File: config.mk
export PLATFORM = sky130hd
export DESIGN_NAME = calc_datapath
export DESIGN_NICKNAME = d
export VERILOG_FILES = /design/src/rtl/calc_datapath.sv
export SDC_FILE = /design/constraint.sdc
export NUM_CORES = 1
export LEC_CHECK = 0
export CAP_MARGIN = 10
export CORE_MARGIN = 2
export CORE_UTILIZATION = 58
export CTS_CLUSTER_SIZE = 24
export DETAILED_ROUTE_END_ITERATION = 7
export MAX_ROUTING_LAYER = met4
export PLACE_DENSITY = 0.83
export SKIP_LAST_GASP = 1
export SLEW_MARGIN = 5
export SYNTH_ARGS = -nofsm -noshare
export SYNTH_HDL_FRONTEND = slang
export SYNTH_SLANG_ARGS = --single-unit
File: constraint.sdc
create_clock -name clk -period 4 [get_ports clk]
set_input_delay 0.6 -clock clk [delete_from_list [all_inputs] [get_ports clk]]
set_output_delay 0.6 -clock clk [all_outputs]
set_load 0.05 [all_outputs]
File: src/rtl/calc_datapath.sv
// rtl/calc_datapath.sv - 8x8 shift-add multiplier with registered display; CALC_ACCUMULATE_EN adds the product to the display
module calc_datapath (
    input  logic        clk,
    input  logic        rst_n,
    input  logic [7:0]  operand_in,
    input  logic        save_A,
    input  logic        save_B,
    input  logic        show_result,
    output logic [15:0] display,
    output logic        display_valid,
    output logic        busy,
    output logic        done
);

    typedef enum logic [1:0] {IDLE, MUL, DONE} state_t;

    state_t      state, state_next;
    logic [7:0]  reg_A, reg_B;
    logic [15:0] mcand, acc, acc_step, product, disp_next;
    logic [2:0]  cnt;
    logic        pending, start, last_step, publish_now;

    // The multiplier bit is selected by the step counter, so reg_B stays intact during MUL
    assign acc_step  = acc + (reg_B[cnt] ? mcand : 16'd0);
    assign start     = save_B && (state != MUL);
    assign last_step = (state == MUL) && (cnt == 3'd7);
    assign busy      = (state == MUL);
    assign done      = (state == DONE);

    // A pending request publishes the final sum on the edge that enters DONE
    assign product     = (state == DONE) ? acc : acc_step;
    assign publish_now = !save_A &&
                         (((state == DONE) && show_result) ||
                          (last_step && (pending || show_result)));

`ifdef CALC_ACCUMULATE_EN
    assign disp_next = display + product;
`else
    assign disp_next = product;
`endif

    always_comb begin
        state_next = state;
        case (state)
            IDLE:    if (save_B) state_next = MUL;
            MUL:     if (cnt == 3'd7) state_next = DONE;
            DONE:    if (save_B) state_next = MUL;
            default: state_next = IDLE;
        endcase
    end

    always_ff @(posedge clk or negedge rst_n) begin
        if (!rst_n) begin
            state <= IDLE;
        end else begin
            state <= state_next;
        end
    end

    always_ff @(posedge clk or negedge rst_n) begin
        if (!rst_n) begin
            reg_A         <= 8'd0;
            reg_B         <= 8'd0;
            mcand         <= 16'd0;
            acc           <= 16'd0;
            cnt           <= 3'd0;
            pending       <= 1'b0;
            display       <= 16'd0;
            display_valid <= 1'b0;
        end else begin
            if (save_A) begin
                reg_A <= operand_in;
            end

            if (start) begin
                reg_B <= operand_in;
                mcand <= {8'd0, reg_A};
                acc   <= 16'd0;
                cnt   <= 3'd0;
            end else if (state == MUL) begin
                acc   <= acc_step;
                mcand <= mcand << 1;
                cnt   <= cnt + 3'd1;
            end

            if (save_A || last_step) begin
                pending <= 1'b0;
            end else if ((state == MUL) && show_result) begin
                pending <= 1'b1;
            end

            if (publish_now) begin
                display <= disp_next;
            end

            if (save_A) begin
                display_valid <= 1'b0;
            end else if (publish_now) begin
                display_valid <= 1'b1;
            end
        end
    end

endmodule

==> results of run 1 <==
power by group through the flow:
| stage | sequential (uW) | clock, uW | combinational, uW |
|---|---|---|---|
| finish | 1200 | 586 | 1800 |
| global route | 1240 | 621 | 1990 |
| CTS | 1200 | 595 | 1800 |
| detailed placement | 1220 | 0 | 1790 |
| global placement | 1200 | 0 | 1750 |
| floorplan | 1400 | 0 | 1130 |
per-layer routing:
metal	part of all wire, %	wire (um)	vias up	global-route usage (%)
met1	46	3610	1439	32.9
met2	48	3710	79	37.1
li1	-	-	1461	-
met4	1.8	141	0	8.37
met3	4.5	349	12	5.00
met5	0	0	-	-
stage by stage:
stage               power, uW  worst slack (ns)  std cells  hold WS, ns
CTS                      3600             0.448        506        0.214
global placement         2950             0.570        490        0.460
floorplan                2530             0.447        396        0.304
global route             3850             0.178        506        0.236
detailed placement       3010             0.473        490        0.470
finish                   3580             0.461        506        0.205
registers in the layout, summed over array words and instances (netlist names):
signal and cells:
acc 16, cnt 3, display 16, display_valid 1, mcand 16, pending 1
reg_A 8, reg_B 8, state 2
cells in the final DEF, fill, tap and decap left out, drive strengths merged, types with 2 or more instances in the layout:
master         Yosys  routed
or4                2       2
mux4               2       2
or2b               2       2
clkbuf            20      10
nand4              2       2
ha                17      17
xor2               3       3
nor3               2       2
and2               2       2
dfrtp             71      71
mux2i             10      10
clkinvlp           0       4
mux2              16      16
o211ai             6       6
clkinv             2       2
nor2              13      13
nand2             74      74
o21a               3       3
a21o               6       6
and2b              5       5
o31ai              2       2
a31oi              7       7
xnor2              9       9
clkdlybuf4s50      0      30
buf                1       8
a211oi             4       4
inv                5       6
and3               3       3
a21oi             23      23
o22ai              2       2
o21ai             43      43
nand3             16      16
nor2b             10      10
critical path: stages (launching register included):
cell       delay, ns
dfrtp_1         0.41
mux4_1          0.62
mux2i_4         0.23
buf_4           0.21
nor2b_1         0.07
ha_1            0.34
a21oi_1         0.20
o211ai_1        0.22
a2111oi_4       0.38
nor3_2          0.12
or4_1           0.48
a31oi_1         0.17
layout make-up:
type | instances | area share, %
clock inverters | 6 | 1.56
flip-flops and latches | 71 | 40.2
well taps | 77 | 2.18
clock buffers | 10 | 3.12
inverters | 7 | 0.595
multi-input cells | 297 | 44.2
repair buffers | 38 | 8.10
how the worst max path moves through the flow:
stage | from | endpoint | cells past startpoint
after floorplan | cnt[1]$_DFFE_PN0P_ | display[12]$_DFFE_PN0P_ | 12
after global placement | cnt[1]$_DFFE_PN0P_ | display[15]$_DFFE_PN0P_ | 10
after global routing | cnt[1]$_DFFE_PN0P_ | display[15]$_DFFE_PN0P_ | 11
after CTS | cnt[1]$_DFFE_PN0P_ | display[15]$_DFFE_PN0P_ | 11
after detailed placement | cnt[1]$_DFFE_PN0P_ | display[15]$_DFFE_PN0P_ | 11
final | cnt[1]$_DFFE_PN0P_ | display[15]$_DFFE_PN0P_ | 11
logic make-up after synthesis:
family	after synthesis	share of synthesized area, %
DFF	71	46.1
xor gates and xnor gates	12	2.73
adders and majority gates	18	6.04
and+or+nand+nor	134	16.3
muxes	28	8.96
AOI/OAI and AO/OA	105	16.7
buffers and inverters	28	3.28
==> out/metrics.csv, run 1 <==
stage,metric,value,unit
run_status,status,"complete, no violations",
cts,clk_pin_slew,0.08,ns
route,viasPerCell,5.91,
placement,place_hpwl,5710,um
final_layout,finalCoreUtilization,69.1,%
yosys,async_reset_ff_share,100,%
final_layout,num_antenna_cells,0,
timing,relSlewSlack,43.4,%
cts,cts_buffers,9,
placement,io_buffers,31,
yosys,synthCells,396,
pwr,power.internal,2020,uW
setup_path,r2r_setup_slack,0.46,ns
timing,fin_crit,3.54,ns
pwr,p_leak,0.00196,uW
placement,placed_cell_area,4210,um^2
placement,globalplace.congestion,0.907,
setup_path,crit_fanout,10,
setup_path,required,4.27,ns
timing,clock.fmax,283,MHz
yosys,synth_top_area_cell,dfrtp_1,
cts,post_cts_buffers,0,
route,wl_per_cell,15.4,um
cts,hold_buffers,0,
global_routing,grt_pass1_vias,2912,
cts,cts_sinks,71,
die,initial_core_util,60.4,%
timing,worstMarginPinSlew,0.849,ns
cts,root_buffer,clkbuf_8,
route,drt-pass1-iter-count,4,
global_routing,grt.total_usage,24.4,%
die,core,6390,um^2
yosys,synth_edf_count,0,
cts,post_cts_resized,0,
die,dieWidth,85.5,um
route,vias,2991,
final_layout,final-seq-area,1780,um^2
pwr,power.share.combinational,50.1,%
final_layout,syn2layout_area_growth,14.5,%
run,cap_violations,0,
timing,drv_slew,0,
pwr,clockPowerShare,16.4,%
final_layout,final_layout_size_suffix_gt1_share,11.9,%
timing,hold_violations,0,
timing,setup_viol,0,
pwr,power-per-cell-area,812,nW/um^2
final_layout,nNetsFinal,455,
cts,clk_latency,0.36,ns
global_routing,grt_start_max_net_pins,54,
die,die_area,7310,um^2
yosys,yosysMostFrequentCell,nand2_1,
timing,clock_skew,0.0127,ns
die,io_pins,32,
yosys,netlist_top_cells_count,"74 x nand2_1, 71 x dfrtp_1, 41 x o21ai_0, 23 x a21oi_1, 18 x clkbuf_1",
cts,cts_buffer_depth,2,
pwr,power.share.switching,43.7,%
final_layout,nFillCells,504,
global_routing,overflow,0,
die,dieHeight,85.5,um
route,wl,7810,um
yosys,synth_flop_cell,dfrtp_1,
pwr,p_seq_share,33.5,%
route,drc,0,
worst_hold_path,worstHoldPathType,primary input to async pin,
final_layout,multi_input_area,1950,um^2
setup_path,r2r-start,cnt[1]$_DFFE_PN0P_,
yosys,ys_seq_area_share,46.1,%
yosys,synth_area,3850,um^2
cts,cts_tree,built,
setup_path,path_class,flop to flop,
cts,h-tree-depth,3,
yosys,syn_nets,427,
yosys,yosysUniqueCellTypes,49,
yosys,syn_avg_cell_area,9.73,um^2
setup_path,r2r_end,display[15]$_DFFE_PN0P_,
route,drt.antenna.violating_nets,0,
global_routing,antenna_found_initial,0,
setup_path,crit_arrival,3.81,ns
yosys,netlist_top_cells_area,"dfrtp_1 46%, nand2_1 7.2%, ha_1 5.5%",
die,num_rows,29,
yosys,ys_seq_elements,71,
timing,final.period_utilization,88.5,%
pwr,max-vdd-ir-drop,0.000444,V
pwr,switchingPower,1570,uW
yosys,yosys_warnings,0,
final_layout,post-route-cell-area,4420,um^2
setup_path,end_kind,flop,
global_routing,grt_pass1_wl,13700,um
timing,rsz0062_at_grt,no,
setup_path,reg2regPathDepth,11,
timing,fin_tns_setup,0,ns
yosys,yosys.area.top_type_share,46.1,%
setup_path,startpoint_type,flop,
route,drtIter0Drc,179,
Power figures use the tool's default switching activity.
==> inputs of run 2 (changes only) <==
Settings changed: CAP_MARGIN 10 to unset.
==> results of run 2 <==
No change in the layout: final DEF, timing and power equal those of run 1.
==> inputs of run 3 (changes only) <==
Settings changed: ABC_AREA set to 1.
==> run 3 against run 2 <==
Net effect:
- critical path type unchanged
- sequential power fell by 6%
- cell count rose by 18%
- wire length rose by 13%
- combinational power fell by 9%
- non-clock buffer count fell by 3
- worst hold slack improved by 0.21 ns
- area after synthesis fell by 1.5%
- sequential cell count did not move
- core utilization rose by 0.14 points
- largest power group unchanged
- highest routed layer unchanged
- synthesized cell count rose by 23%
- via count rose by 10%
==> out/metrics.csv, run 3 <==
stage,metric,value,unit,change
setup_path,crit_fanout,15,,was 10
final_layout,finalNonFillerCells,599,,was 506
setup_path,r2r_end,display[14]$_DFFE_PN0P_,,was display[15]$_DFFE_PN0P_
setup_path,required,4.25,ns,was 4.27 ns
final_layout,syn2layout_area_growth,15.8,%,was 14.5%
timing,relSlewSlack,33.3,%,was 43.4%
global_routing,antenna_found_initial,0,,unchanged
yosys,netlist_top_cells_count,"156 x nand2_1, 71 x dfrtp_1, 60 x inv_1, 38 x o21ai_0, 35 x nor2_1",,"was 74 x nand2_1, 71 x dfrtp_1, 41 x o21ai_0, 23 x a21oi_1, 18 x clkbuf_1"
setup_path,slowest_delay,0.47,ns,was 0.62 ns
pwr,p_leak,0.00230,uW,was 0.00196 uW
setup_path,cp_common_cell,nand2_1,,
setup_path,crit_arrival,3.22,ns,was 3.81 ns
setup_path,end_kind,flop,,unchanged
die,core,6350,um^2,was 6390 um^2
yosys,yosys.area.top_type_share,46.8,%,was 46.1%
route,drt-pass1-iter-count,5,,was 4
yosys,syn_avg_cell_area,7.80,um^2,was 9.73 um^2
timing,clock_skew,0.0100,ns,was 0.0127 ns
placement,place_hpwl,6020,um,was 5710 um
pwr,max-vdd-ir-drop,0.000472,V,was 0.000444 V
run_status,status,"complete, no violations",,unchanged
timing,drv_slew,0,,unchanged
setup_path,reg2regPathDepth,18,,was 11
cts,clk_pin_slew,0.08,ns,about the same
pwr,power-per-cell-area,791,nW/um^2,was 812 nW/um^2
setup_path,r2r_setup_slack,1.03,ns,was 0.46 ns
route,wl_per_cell,14.7,um,was 15.4 um
cts,cts_buffer_depth,2,,unchanged
placement,globalplace.congestion,0.950,,was 0.907
final_layout,num_antenna_cells,0,,unchanged
yosys,yosysMostFrequentCell,nand2_1,,unchanged
timing,fin_tns_setup,0,ns,unchanged
cts,post_cts_resized,0,,unchanged
global_routing,grt.total_usage,27.6,%,was 24.4%
yosys,ys_seq_elements,71,,unchanged
global_routing,grt_start_max_net_pins,46,,was 54
yosys,synth_area,3800,um^2,was 3850 um^2
placement,dp.cells,583,,was 490
final_layout,nNetsFinal,548,,was 455
timing,rsz0062_at_grt,no,,unchanged
timing,fin_crit,2.97,ns,was 3.54 ns
die,num_rows,29,,unchanged
cts,cts_sinks,71,,unchanged
timing,clock.fmax,336,MHz,was 283 MHz
route,viasPerCell,5.49,,was 5.91
die,io_pins,32,,unchanged
yosys,synth_top_area_cell,dfrtp_1,,unchanged
cts,cts_tree,built,,unchanged
die,die_area,7210,um^2,was 7310 um^2
global_routing,overflow,0,,unchanged
timing,setup_viol,0,,unchanged
timing,final.period_utilization,74.4,%,was 88.5%
final_layout,layout_common_cells,"156 x nand2_1, 71 x dfrtp_1, 60 x inv_1",,"was 74 x nand2_1, 71 x dfrtp_1, 41 x o21ai_0"
route,drt.antenna.violating_nets,0,,unchanged
cts,hold_buffers,0,,unchanged
timing,worstMarginPinSlew,1.00,ns,was 0.849 ns
route,wl,8800,um,was 7810 um
placement,io_buffers,31,,unchanged
run,cap_violations,0,,unchanged
cts,h-tree-depth,3,,unchanged
final_layout,layout_commonest_cell,nand2_1,,unchanged
yosys,syn_nets,518,,was 427
yosys,yosysUniqueCellTypes,34,,was 49
cts,root_buffer,clkbuf_8,,unchanged
route,vias,3290,,"was 2,991"
setup_path,path_class,flop to flop,,unchanged
yosys,yosys_warnings,0,,unchanged
yosys,synthCells,487,,was 396
global_routing,grt_pass1_vias,3314,,"was 2,912"
yosys,async_reset_ff_share,100,%,unchanged
final_layout,biggestRegsByFlops,"acc: 16 flops, display: 16 flops, mcand: 16 flops",,unchanged
yosys,netlist_top_cells_area,"dfrtp_1 47%, nand2_1 15%, inv_1 5.9%",,"was dfrtp_1 46%, nand2_1 7.2%, ha_1 5.5%"
final_layout,final_layout_size_suffix_gt1_share,5.56,%,was 11.9%
die,dieWidth,84.9,um,was 85.5 um
pwr,p_total,3480,uW,was 3580 uW
die,initial_core_util,59.8,%,was 60.4%
die,dieHeight,84.9,um,was 85.5 um
yosys,synth_flop_cell,dfrtp_1,,unchanged
setup_path,crit_chain,inv_1 > nand2_1 > nand3_1 > nand3_1 > nand2_1 > nor2_1 > ha_1 > fa_1 > nand3_1 > nand2_1 > nand2_1 > nand2_1 > nand3_1 > nand2_1 > nand2_1 > nand3_1 > nand2_1 > nand2_1,,was mux4_1 > mux2i_4 > buf_4 > nor2b_1 > ha_1 > a21oi_1 > o211ai_1 > a2111oi_4 > nor3_2 > or4_1 > a31oi_1
yosys,ys_seq_area_share,46.8,%,was 46.1%
timing,hold_violations,0,,unchanged
setup_path,slowest_stage,dfrtp_1,,was mux4_1
cts,clk_latency,0.35,ns,was 0.36 ns
worst_hold_path,worstHoldPathType,primary input to async pin,,unchanged
route,drtIter0Drc,228,,was 179
cts,cts_buffers,9,,unchanged
setup_path,startpoint_type,flop,,unchanged
global_routing,grt_pass1_wl,15200,um,"was 13,700 um"
cts,post_cts_buffers,0,,unchanged
setup_path,r2r-start,cnt[0]$_DFFE_PN0P_,,was cnt[1]$_DFFE_PN0P_
timing,worst_hold_slack,0.413,ns,was 0.205 ns
route,drc,0,,unchanged
yosys,synth_edf_count,0,,unchanged
-- run 3: report_power, final --
part / internal [uW] / switching (uW) / total (uW)
Sequential: 981 / 149 / 1130
Clock: 416 / 291 / 708
Combinational: 545 / 1090 / 1640
Total: 1940 / 1540 / 3480
-- run 3: final cells by class --
type | count | area, um^2
flip-flops and latches | 71 | 1780
inverters | 64 | 241
multi-input cells | 336 | 1710
repair buffers | 35 | 335
well taps | 77 | 96.3
clock inverters | 7 | 120
fillers | 514 | 1950
clock buffers | 9 | 124
-- run 3: worst max path at each step --
stage	from	end	slack [ns]	depth (start not counted)
after floorplan	cnt[0]$_DFFE_PN0P_	display[10]$_DFFE_PN0P_	1.35	19
after global placement	cnt[0]$_DFFE_PN0P_	display[12]$_DFFE_PN0P_	1.19	18
after CTS	cnt[0]$_DFFE_PN0P_	display[14]$_DFFE_PN0P_	1.07	18
final	cnt[0]$_DFFE_PN0P_	display[14]$_DFFE_PN0P_	1.03	18
after detailed placement	cnt[0]$_DFFE_PN0P_	display[10]$_DFFE_PN0P_	1.09	17
after global routing	cnt[0]$_DFFE_PN0P_	display[12]$_DFFE_PN0P_	0.70	18
-- run 3: per-layer routing --
layer / up-vias / global-route usage, % / wire length [um]
li1: 1623 / - / -
met1: 1542 / 33.2 / 3830
met2: 96 / 44.6 / 4270
met3: 29 / 5.45 / 411
met4: 0 / 13.4 / 300
met5: - / - / 0
-- run 3: logic make-up after synthesis --
family / after synthesis / synth area share (%)
simple gates: 215 / 22.5
flops: 71 / 46.8
buf+inv: 80 / 8.33
compound gates: 93 / 14.0
xor+xnor: 10 / 2.31
fa+ha+maj: 18 / 6.13
-- run 3: critical path: cells and delay by family (launching register included) --
kind                       cells  cell delay [ns]
and+or+nand+nor               15             1.63
adders and majority gates      2             0.65
DFF                            1             0.47
buffers and inverters          1             0.12
-- run 3: per-stage QoR --
stage | instance area (um^2) | util, % | setup slack, ns
global route | 4400 | 69.3 | 0.701
floorplan | 3800 | - | 1.35
global placement | 4160 | 65.4 | 1.19
CTS | 4400 | 69.3 | 1.07
detailed placement | 4160 | 65.4 | 1.09
finish | 4400 | 69.3 | 1.03
